### config.mk
export PLATFORM = sky130hd
export DESIGN_NAME = switch_input
export DESIGN_NICKNAME = d
export VERILOG_FILES = /design/src/rtl/switch_input_pkg.sv /design/src/rtl/switch_input_debouncer.sv /design/src/rtl/switch_input.sv
export SDC_FILE = /design/constraint.sdc
export NUM_CORES = 1
export LEC_CHECK = 0
export CAP_MARGIN = 15
export CORE_ASPECT_RATIO = 0.6
export CORE_MARGIN = 2
export CORE_UTILIZATION = 40
export DETAILED_ROUTE_END_ITERATION = 12
export GPL_TIMING_DRIVEN = 1
export PLACE_DENSITY = 0.58
export SETUP_SLACK_MARGIN = 0.4
export SLEW_MARGIN = 0
export SYNTH_ARGS = -nofsm -noshare
export SYNTH_HDL_FRONTEND = slang
export SYNTH_SLANG_ARGS = --single-unit
### constraint.sdc
create_clock -name clk -period 3.6 [get_ports clk]
set_input_delay 0.72 -clock clk [delete_from_list [all_inputs] [get_ports clk]]
set_output_delay 0.72 -clock clk [all_outputs]
set_load 0.03 [all_outputs]
### src/rtl/switch_input_pkg.sv
// Shared definitions for the switch/key input peripheral: register map,
// pin counts and the released-pin reset pattern.
package switch_input_pkg;

  typedef enum logic [1:0] {
    ADDR_SWITCH = 2'd0,
    ADDR_KEY    = 2'd1,
    ADDR_PEND   = 2'd2,
    ADDR_CTRL   = 2'd3
  } reg_addr_e;

  localparam int          SWITCH_COUNT  = 32;
  localparam int          KEY_COUNT     = 8;
  localparam logic [31:0] PINS_RELEASED = '1;

endpackage

### src/rtl/switch_input_debouncer.sv
// Two-flop synchroniser plus group debouncer: one shared counter per group,
// a new level is accepted after DEBOUNCE_CYCLES consecutive stable cycles.
module input_debouncer
  import switch_input_pkg::*;
#(
  parameter int WIDTH           = 8,
  parameter int DEBOUNCE_CYCLES = 20000
) (
  input  logic             clk,
  input  logic             reset,
  input  logic [WIDTH-1:0] pins,
  output logic [WIDTH-1:0] deb,
  output logic [WIDTH-1:0] fall
);

  localparam int               CNT_W    = (DEBOUNCE_CYCLES > 1) ? $clog2(DEBOUNCE_CYCLES) : 1;
  localparam logic [CNT_W-1:0] CNT_LAST = CNT_W'(DEBOUNCE_CYCLES - 1);
  localparam logic [WIDTH-1:0] RELEASED = WIDTH'(PINS_RELEASED);

  logic [WIDTH-1:0] sync1, sync2, cand;
  logic [CNT_W-1:0] cnt;
  logic             stable;
  logic             accept;

  assign stable = (sync2 == cand);
  assign accept = stable && (cnt == CNT_LAST);
  // Bits that go 1->0 in deb on the coming edge, so the caller can act on the same edge.
  assign fall   = {WIDTH{accept}} & deb & ~cand;

  always_ff @(posedge clk or negedge reset) begin
    if (!reset) begin
      sync1 <= RELEASED;
      sync2 <= RELEASED;
      cand  <= RELEASED;
      deb   <= RELEASED;
      cnt   <= '0;
    end else begin
      sync1 <= pins;
      sync2 <= sync1;
      if (!stable) begin
        cand <= sync2;
        cnt  <= '0;
      end else if (cnt == CNT_LAST) begin
        deb <= cand;
      end else begin
        cnt <= cnt + 1'b1;
      end
    end
  end

endmodule

### src/rtl/switch_input.sv
// Memory-mapped DIP switch / push key input device with sticky key-press
// pending flags (write-1-to-clear) and a maskable level interrupt.
module switch_input
  import switch_input_pkg::*;
#(
  parameter int DEBOUNCE_CYCLES = 20000
) (
  input  logic        clk,
  input  logic        reset,
  input  logic [31:0] switches,
  input  logic [7:0]  keys,
  input  logic [1:0]  SW_Addr,
  input  logic        SW_We,
  input  logic [31:0] SW_WD,
  output logic [31:0] SW_RD,
  output logic        IRQ
);

  logic [SWITCH_COUNT-1:0] deb_sw, sw_fall_unused;
  logic [KEY_COUNT-1:0]    deb_key, key_fall, pend, en, clr;
  logic [31:KEY_COUNT]     wd_hi_unused;
  reg_addr_e               addr;
  logic                    pend_wr, ctrl_wr;

  input_debouncer #(
    .WIDTH          (SWITCH_COUNT),
    .DEBOUNCE_CYCLES(DEBOUNCE_CYCLES)
  ) u_sw_deb (
    .clk  (clk),
    .reset(reset),
    .pins (switches),
    .deb  (deb_sw),
    .fall (sw_fall_unused)
  );

  input_debouncer #(
    .WIDTH          (KEY_COUNT),
    .DEBOUNCE_CYCLES(DEBOUNCE_CYCLES)
  ) u_key_deb (
    .clk  (clk),
    .reset(reset),
    .pins (keys),
    .deb  (deb_key),
    .fall (key_fall)
  );

  assign addr         = reg_addr_e'(SW_Addr);
  assign pend_wr      = SW_We && (addr == ADDR_PEND);
  assign ctrl_wr      = SW_We && (addr == ADDR_CTRL);
  assign clr          = pend_wr ? SW_WD[KEY_COUNT-1:0] : '0;
  assign wd_hi_unused = SW_WD[31:KEY_COUNT];

  // Press edge is OR-ed after the clear so a same-edge press survives the W1C.
  always_ff @(posedge clk or negedge reset) begin
    if (!reset) begin
      pend <= '0;
      en   <= '0;
    end else begin
      pend <= (pend & ~clr) | key_fall;
      if (ctrl_wr) en <= SW_WD[KEY_COUNT-1:0];
    end
  end

  always_comb begin
    SW_RD = '0;
    case (addr)
      ADDR_SWITCH: SW_RD = ~deb_sw;
      ADDR_KEY:    SW_RD = {{(32-KEY_COUNT){1'b0}}, ~deb_key};
      ADDR_PEND:   SW_RD = {{(32-KEY_COUNT){1'b0}}, pend};
      ADDR_CTRL:   SW_RD = {{(32-KEY_COUNT){1'b0}}, en};
    endcase
  end

  assign IRQ = |(pend & en);

endmodule

==> impl_metrics.tcl <==
set metrics [dict create \
    seq_area_frac_synth_pct 67.4 \
    met3_length_um 847 \
    die_h_um 113 \
    place_worst_setup_slack_ns 0.285 \
    grtUsageTotal_pct 14.1 \
    yosysMostFrequentCell "dfstp_2" \
    ys_types 35 \
    worstSetupPathType "in -> out" \
    synth-seq-cells 206 \
    syn_inst 559 \
    tritoncts "built" \
    setup_ws_ns 0.568 \
    grt_max_degree 98 \
    portBuffers 85 \
    rsz0062_at_grt "false" \
    wl_met1_um 6980 \
    outcome "completed" \
    netlist.top_cell.by_area "dfstp_2" \
    root_buffer "clkbuf_16" \
    yosys.area.top_type_share_pct 52.9 \
    dr.max_layer_used "met4" \
    antenna_left 0 \
    dieArea_mm2 0.0210 \
    grt_pass1_wl_um 23500 \
    wl_um 14100 \
    hpwl_um 9740 \
    drt-initial-drc-count 224 \
    viasPerCell 4.67 \
    gr-total-overflow 0 \
    synth_top_flop_cell "dfstp_2" \
    drc 0 \
    vias 4210 \
    yosys-top-cells-area "dfstp_2 (53%), dfrtp_1 (14%), mux2_4 (5.7%)" \
    holdCritPathClass "in -> async" \
    final_nets 701 \
    final_max_slew_viol_count 0 \
    path_clk_slew_ns 0.07 \
    skew_ns 0.0122 \
    p_leak_nw 3.86 \
    clock_latency_ns 0.49 \
    fp.coreArea_mm2 0.0192 \
    cap_violations 0 \
    met2_length_um 6100 \
    cp_max_fo 7 \
    fin_tns_setup_ns 0 \
    initial_utilization_pct 41.3 \
    crit_slowest_cell "clkdlybuf4s50_1" \
    cts_max_level 1 \
    relSlewSlack_pct 51.9 \
    max_freq_mhz 330 \
    cp_slowest_stage_delay_ns 0.61 \
    ir_drop_v 0.000350 \
    cts_buffers 20 \
    grt_pass1_vias 4477 \
    antenna_found_initial 0 \
    fin_crit_sh_pct 84.2 \
    io_pins 110 \
    postCtsHoldBufs 0 \
    n_fill_cell 1695 \
    drive_above_1_share_pct 43.3 \
    dr.pass1.iters 4 \
    fp-row-count 39 \
    final.min_clock_period_ns 3.03 \
    wl_per_cell_um 15.7 \
    cts.sinks 206 \
    cp.arrival_ns 2.31 \
    gp_congestion 0.776 \
    area_growth_pct 20.3 \
    clockBufferDepth 3 \
    crit_path_start_kind "primary input" \
    pwr_density_cell_mw_per_mm2 502 \
    antenna_cells 0 \
    ys_top_cells_by_count "dfstp_2 (160), nor2_1 (57), clkbuf_1 (48)" \
    tightestPinTransition_ns 0.719 \
    syn-num-nets 638 \
    required_ns 2.88 \
    postSynthAreaPerCell_um2 14.2 \
    setup_viol 0 \
    die_x_um 186 \
    synth_edf_count 0 \
    critPathCaptureType "primary output" \
    finalHoldViolations 0 \
    synthArstFlopShare_pct 100 \
    ys_warn_count 0 \
    worstPathCellList "dlygate4sd2_1, mux4_2, clkdlybuf4s50_1" \
    syn-cell-area_mm2 0.00795 \
]
## kinds of logic (layout without fill, tap and decap cells)
logic type                 after synthesis  after routing  share of synthesized area (%)
buffers and inverters                   76            152                           3.97
muxes                                   58             58                           10.6
and+or+nand+nor                        135            135                           8.58
adders and majority gates                2              2                          0.315
AOI/OAI and AO/OA                       15             15                           1.76
DFF                                    206            206                           67.4
xor gates and xnor gates                67             67                           7.38
## placed cells by master (no fill, tap or decap), types with 2 or more instances in the layout
cell type	count
clkbuf_16	21
buf_4	29
nand2_1	23
mux2i_1	10
dlygate4sd2_1	8
nor4_1	6
nor2_1	57
buf_12	3
mux4_2	8
or4_1	3
and3_1	5
clkbuf_1	7
nand3_1	10
dfstp_2	160
clkbuf_8	3
nand4_1	15
clkdlybuf4s50_1	52
ha_1	2
xnor2_1	46
mux2_4	30
nor3_1	5
nor3b_1	2
inv_1	24
a22oi_1	4
xor2_1	21
clkinv_2	3
a32o_1	8
mux2_2	10
dfrtp_1	46
## worst max-delay path, delay by kind of cell
| family | cells | cell delay [ns] |
|---|---|---|
| muxes | 1 | 0.56 |
| buffers and inverters | 2 | 1.03 |
## sequential cells by signal, summed over array words and instances (netlist names), 15 cells and up
signal / flops
u_sw_deb.sync2: 32
u_key_deb.cnt: 15
u_sw_deb.cnt: 15
u_sw_deb.deb: 32
u_sw_deb.cand: 32
u_sw_deb.sync1: 32
## through the flow
stage	cells	hold slack (ns)	total power, mW	utilization (%)	area (µm²)
6_report	901	0.324	4.80	49.7	9560
5_1_grt	901	0.342	5.00	49.7	9560
4_1_cts	901	0.325	4.87	49.7	9560
3_5_place_dp	866	0.347	2.86	46.5	8950
3_3_place_gp	866	0.346	2.86	46.5	8950
2_1_floorplan	559	0.345	2.68	-	7950
## metal layers
metal | up-vias | track usage (%)
met5 | - | 0
met4 | 0 | 2.73
met3 | 18 | 4.12
met2 | 80 | 20.4
met1 | 2158 | 21.0
li1 | 1954 | -
## path summary, 6_finish.rpt
path                            slack (ns)            endpoint          startpoint  cells past startpoint
worst min register to register        0.35  u_sw_deb.sync2[19]  u_sw_deb.sync1[19]                      0
worst max register to register        1.21     u_sw_deb.deb[2]   u_sw_deb.cand[11]                      6
max in group asynchronous             2.42     u_sw_deb.deb[4]               reset                      2
min in group clk                      0.35  u_sw_deb.sync2[19]  u_sw_deb.sync1[19]                      0
worst max-delay path                  0.57            SW_RD[2]          SW_Addr[0]                      3
worst min-delay path                  0.32             pend[6]               reset                      1
## cell type report
type                       count  area [µm²]  area share, %
timing repair buffer          93         882           9.23
clock buffer                  30         579           6.06
clock inverter                 5        42.5          0.445
inverter                      24        90.1          0.942
multi-input combinational    277        2280           23.8
tap                          266         333           3.48
sequential                   206        5360           56.0
## report_power, final
group	total, mW	switching [mW]	leakage (nW)	internal (mW)
Sequential	2.51	0.0522	2.30	2.46
Clock	1.98	0.858	0.306	1.12
Combinational	0.302	0.159	1.26	0.143
Total	4.80	1.07	3.86	3.73
## what timing repair did
action,CTS,global route
gates resized for setup,8,0
hold endpoints to repair,0,0
endpoints found under the setup margin,19,0
buffers inserted,0,0
No activity file was read; power rests on OpenSTA's default activity.
==> RTL edit, RTL diff (same settings) <==
`DEBOUNCE_CYCLES` is set to 20000 in 2 places; all go to 10000.
--- a/src/rtl/switch_input_debouncer.sv
+++ b/src/rtl/switch_input_debouncer.sv
@@ -6,3 +6,3 @@
   parameter int WIDTH           = 8,
-  parameter int DEBOUNCE_CYCLES = 20000
+  parameter int DEBOUNCE_CYCLES = 10000
 ) (
--- a/src/rtl/switch_input.sv
+++ b/src/rtl/switch_input.sv
@@ -5,3 +5,3 @@
 #(
-  parameter int DEBOUNCE_CYCLES = 20000
+  parameter int DEBOUNCE_CYCLES = 10000
 ) (
Function: same outputs for any inputs over 10 cycles, from zero or initial values and one cycle with reset low; that may be too few to reach the edited logic, so the function may still have changed.
==> RTL edit against the unedited design <==
  * Sequential cell count fell by 2
  * Wire length is 0.64% lower
  * Worst setup slack got worse by 40 ps
  * Final area decreased by 1.9%
  * Count of clock-buffer cells in the layout stayed put
  * Power up 5.0%
  * Fmax fell by 1.3%
  * Sequential power barely moved
  * Clock skew is 7.2 ps higher
  * Synthesized cell count decreased by 0.36%
  * Combinational power up 6.6%
  * Clock power increased by 12%
  * Largest cell class unchanged
  * Synthesized area fell by 3.2%
==> RTL edit: results (changes against the unedited design) <==
outcome: finished clean (unchanged)
Cells after DPL: 840 (was 866)
fillers: 1627 (was 1695)
Power Density: 537 mW/mm^2 (was 502 mW/mm^2)
Syn Nets: 636 (was 638)
Synth top cells by count: 160 x dfstp_2, 57 x nor2_1, 50 x xor2_1 (was 160 x dfstp_2, 57 x nor2_1, 48 x clkbuf_1)
Post-Synthesis Cells: 557 (was 559)
Routed WL per cell: 16.0 microns (was 15.7 microns)
final hold slack: 334 ps (was 324 ps)
Seq/Total Area, Yosys: 0.689 (was 0.674)
Post-DP Area: 0.00866 sq mm (was 0.00895 sq mm)
Max Fanout on Critical Path: 6 (was 7)
slew margin rel.: 0.453 (was 0.519)
first-pass GRT wire length: 23.2 mm (was 23.5 mm)
HP Class: in -> async (unchanged)
routability congestion estimate: 0.782 (was 0.776)
Non-Filler Instances: 878 (was 901)
FF-to-FF End: u_key_deb.deb[5] (was u_sw_deb.deb[2])
largest net degree at the start of global routing: 105 (was 98)
pre-CTS setup slack: 207 ps (was 285 ps)
CTS resizes: 6 (was 8)
final-stage net count: 696 (was 701)
share of layout cells above drive strength 1: 0.453 (was 0.433)
total CTS buffers: 21 (was 20)
P_leak: 3.80 nW (was 3.86 nW)
Initial DRC Count: 199 (was 224)
Reg-to-Reg Start: u_key_deb.cand[7] (was u_sw_deb.cand[11])
FF-to-FF setup slack: 1010 ps (was 1210 ps)
Netlist cell types: 34 (was 35)
clk buf depth: 3 (unchanged)
DP Wirelength: 9.52 mm (was 9.74 mm)
Synth warnings: 0 (unchanged)
Vias: 4173 (was 4210)
FF-to-FF path depth: 5 (was 6)
skew final: 19.3 ps (was 12.2 ps)
vias in the first global route: 4444 (was 4477)
Max IR drop VDD: 0.338 mV (was 0.350 mV)
all-layer global routing usage: 0.142 (was 0.141)
RTL edit: metal layers:
metal	global-route usage	vias up	wire length (microns)
li1	-	1936	-
met1	0.215	2143	6900
met2	0.211	75	6260
met3	0.0321	19	667
met4	0.0320	0	227
met5	0	-	0
RTL edit: area by class of cell:
class / instances / share of cell area
sequential: 204 / 0.566
multi-input combinational: 279 / 0.224
timing repair buffer: 91 / 0.0928
clock buffer: 30 / 0.0651
tap: 246 / 0.0328
clock inverter: 8 / 0.0116
inverter: 20 / 0.00801
RTL edit: how the worst max path moves through the flow:
| stage | from | end | slack, ps |
|---|---|---|---|
| 2_1_floorplan | SW_Addr[1] | SW_RD[2] | 1090 |
| 3_3_place_gp | SW_Addr[0] | SW_RD[3] | 200 |
| 3_5_place_dp | SW_Addr[0] | SW_RD[3] | 210 |
| 4_1_cts | SW_Addr[0] | SW_RD[0] | 490 |
| 5_1_grt | SW_Addr[0] | SW_RD[0] | 440 |
| 6_report | SW_Addr[0] | SW_RD[0] | 530 |
RTL edit: report_power, final:
part / total (mW) / leakage, nW / switching, mW / internal [mW]
clock network: 2.21 / 0.346 / 0.875 / 1.34
registers: 2.50 / 2.27 / 0.0578 / 2.44
logic: 0.322 / 1.18 / 0.176 / 0.147
RTL edit: cell families after synthesis:
kind of cell | count (synthesis) | synth area share
flip-flops | 204 | 0.689
AND/OR/NAND/NOR | 138 | 0.0841
buffers and inverters | 74 | 0.0387
XOR/XNOR | 63 | 0.0717
multiplexers | 57 | 0.0959
AO/OA/AOI/OAI | 19 | 0.0169
adder cells (fa/ha/maj) | 2 | 0.00325
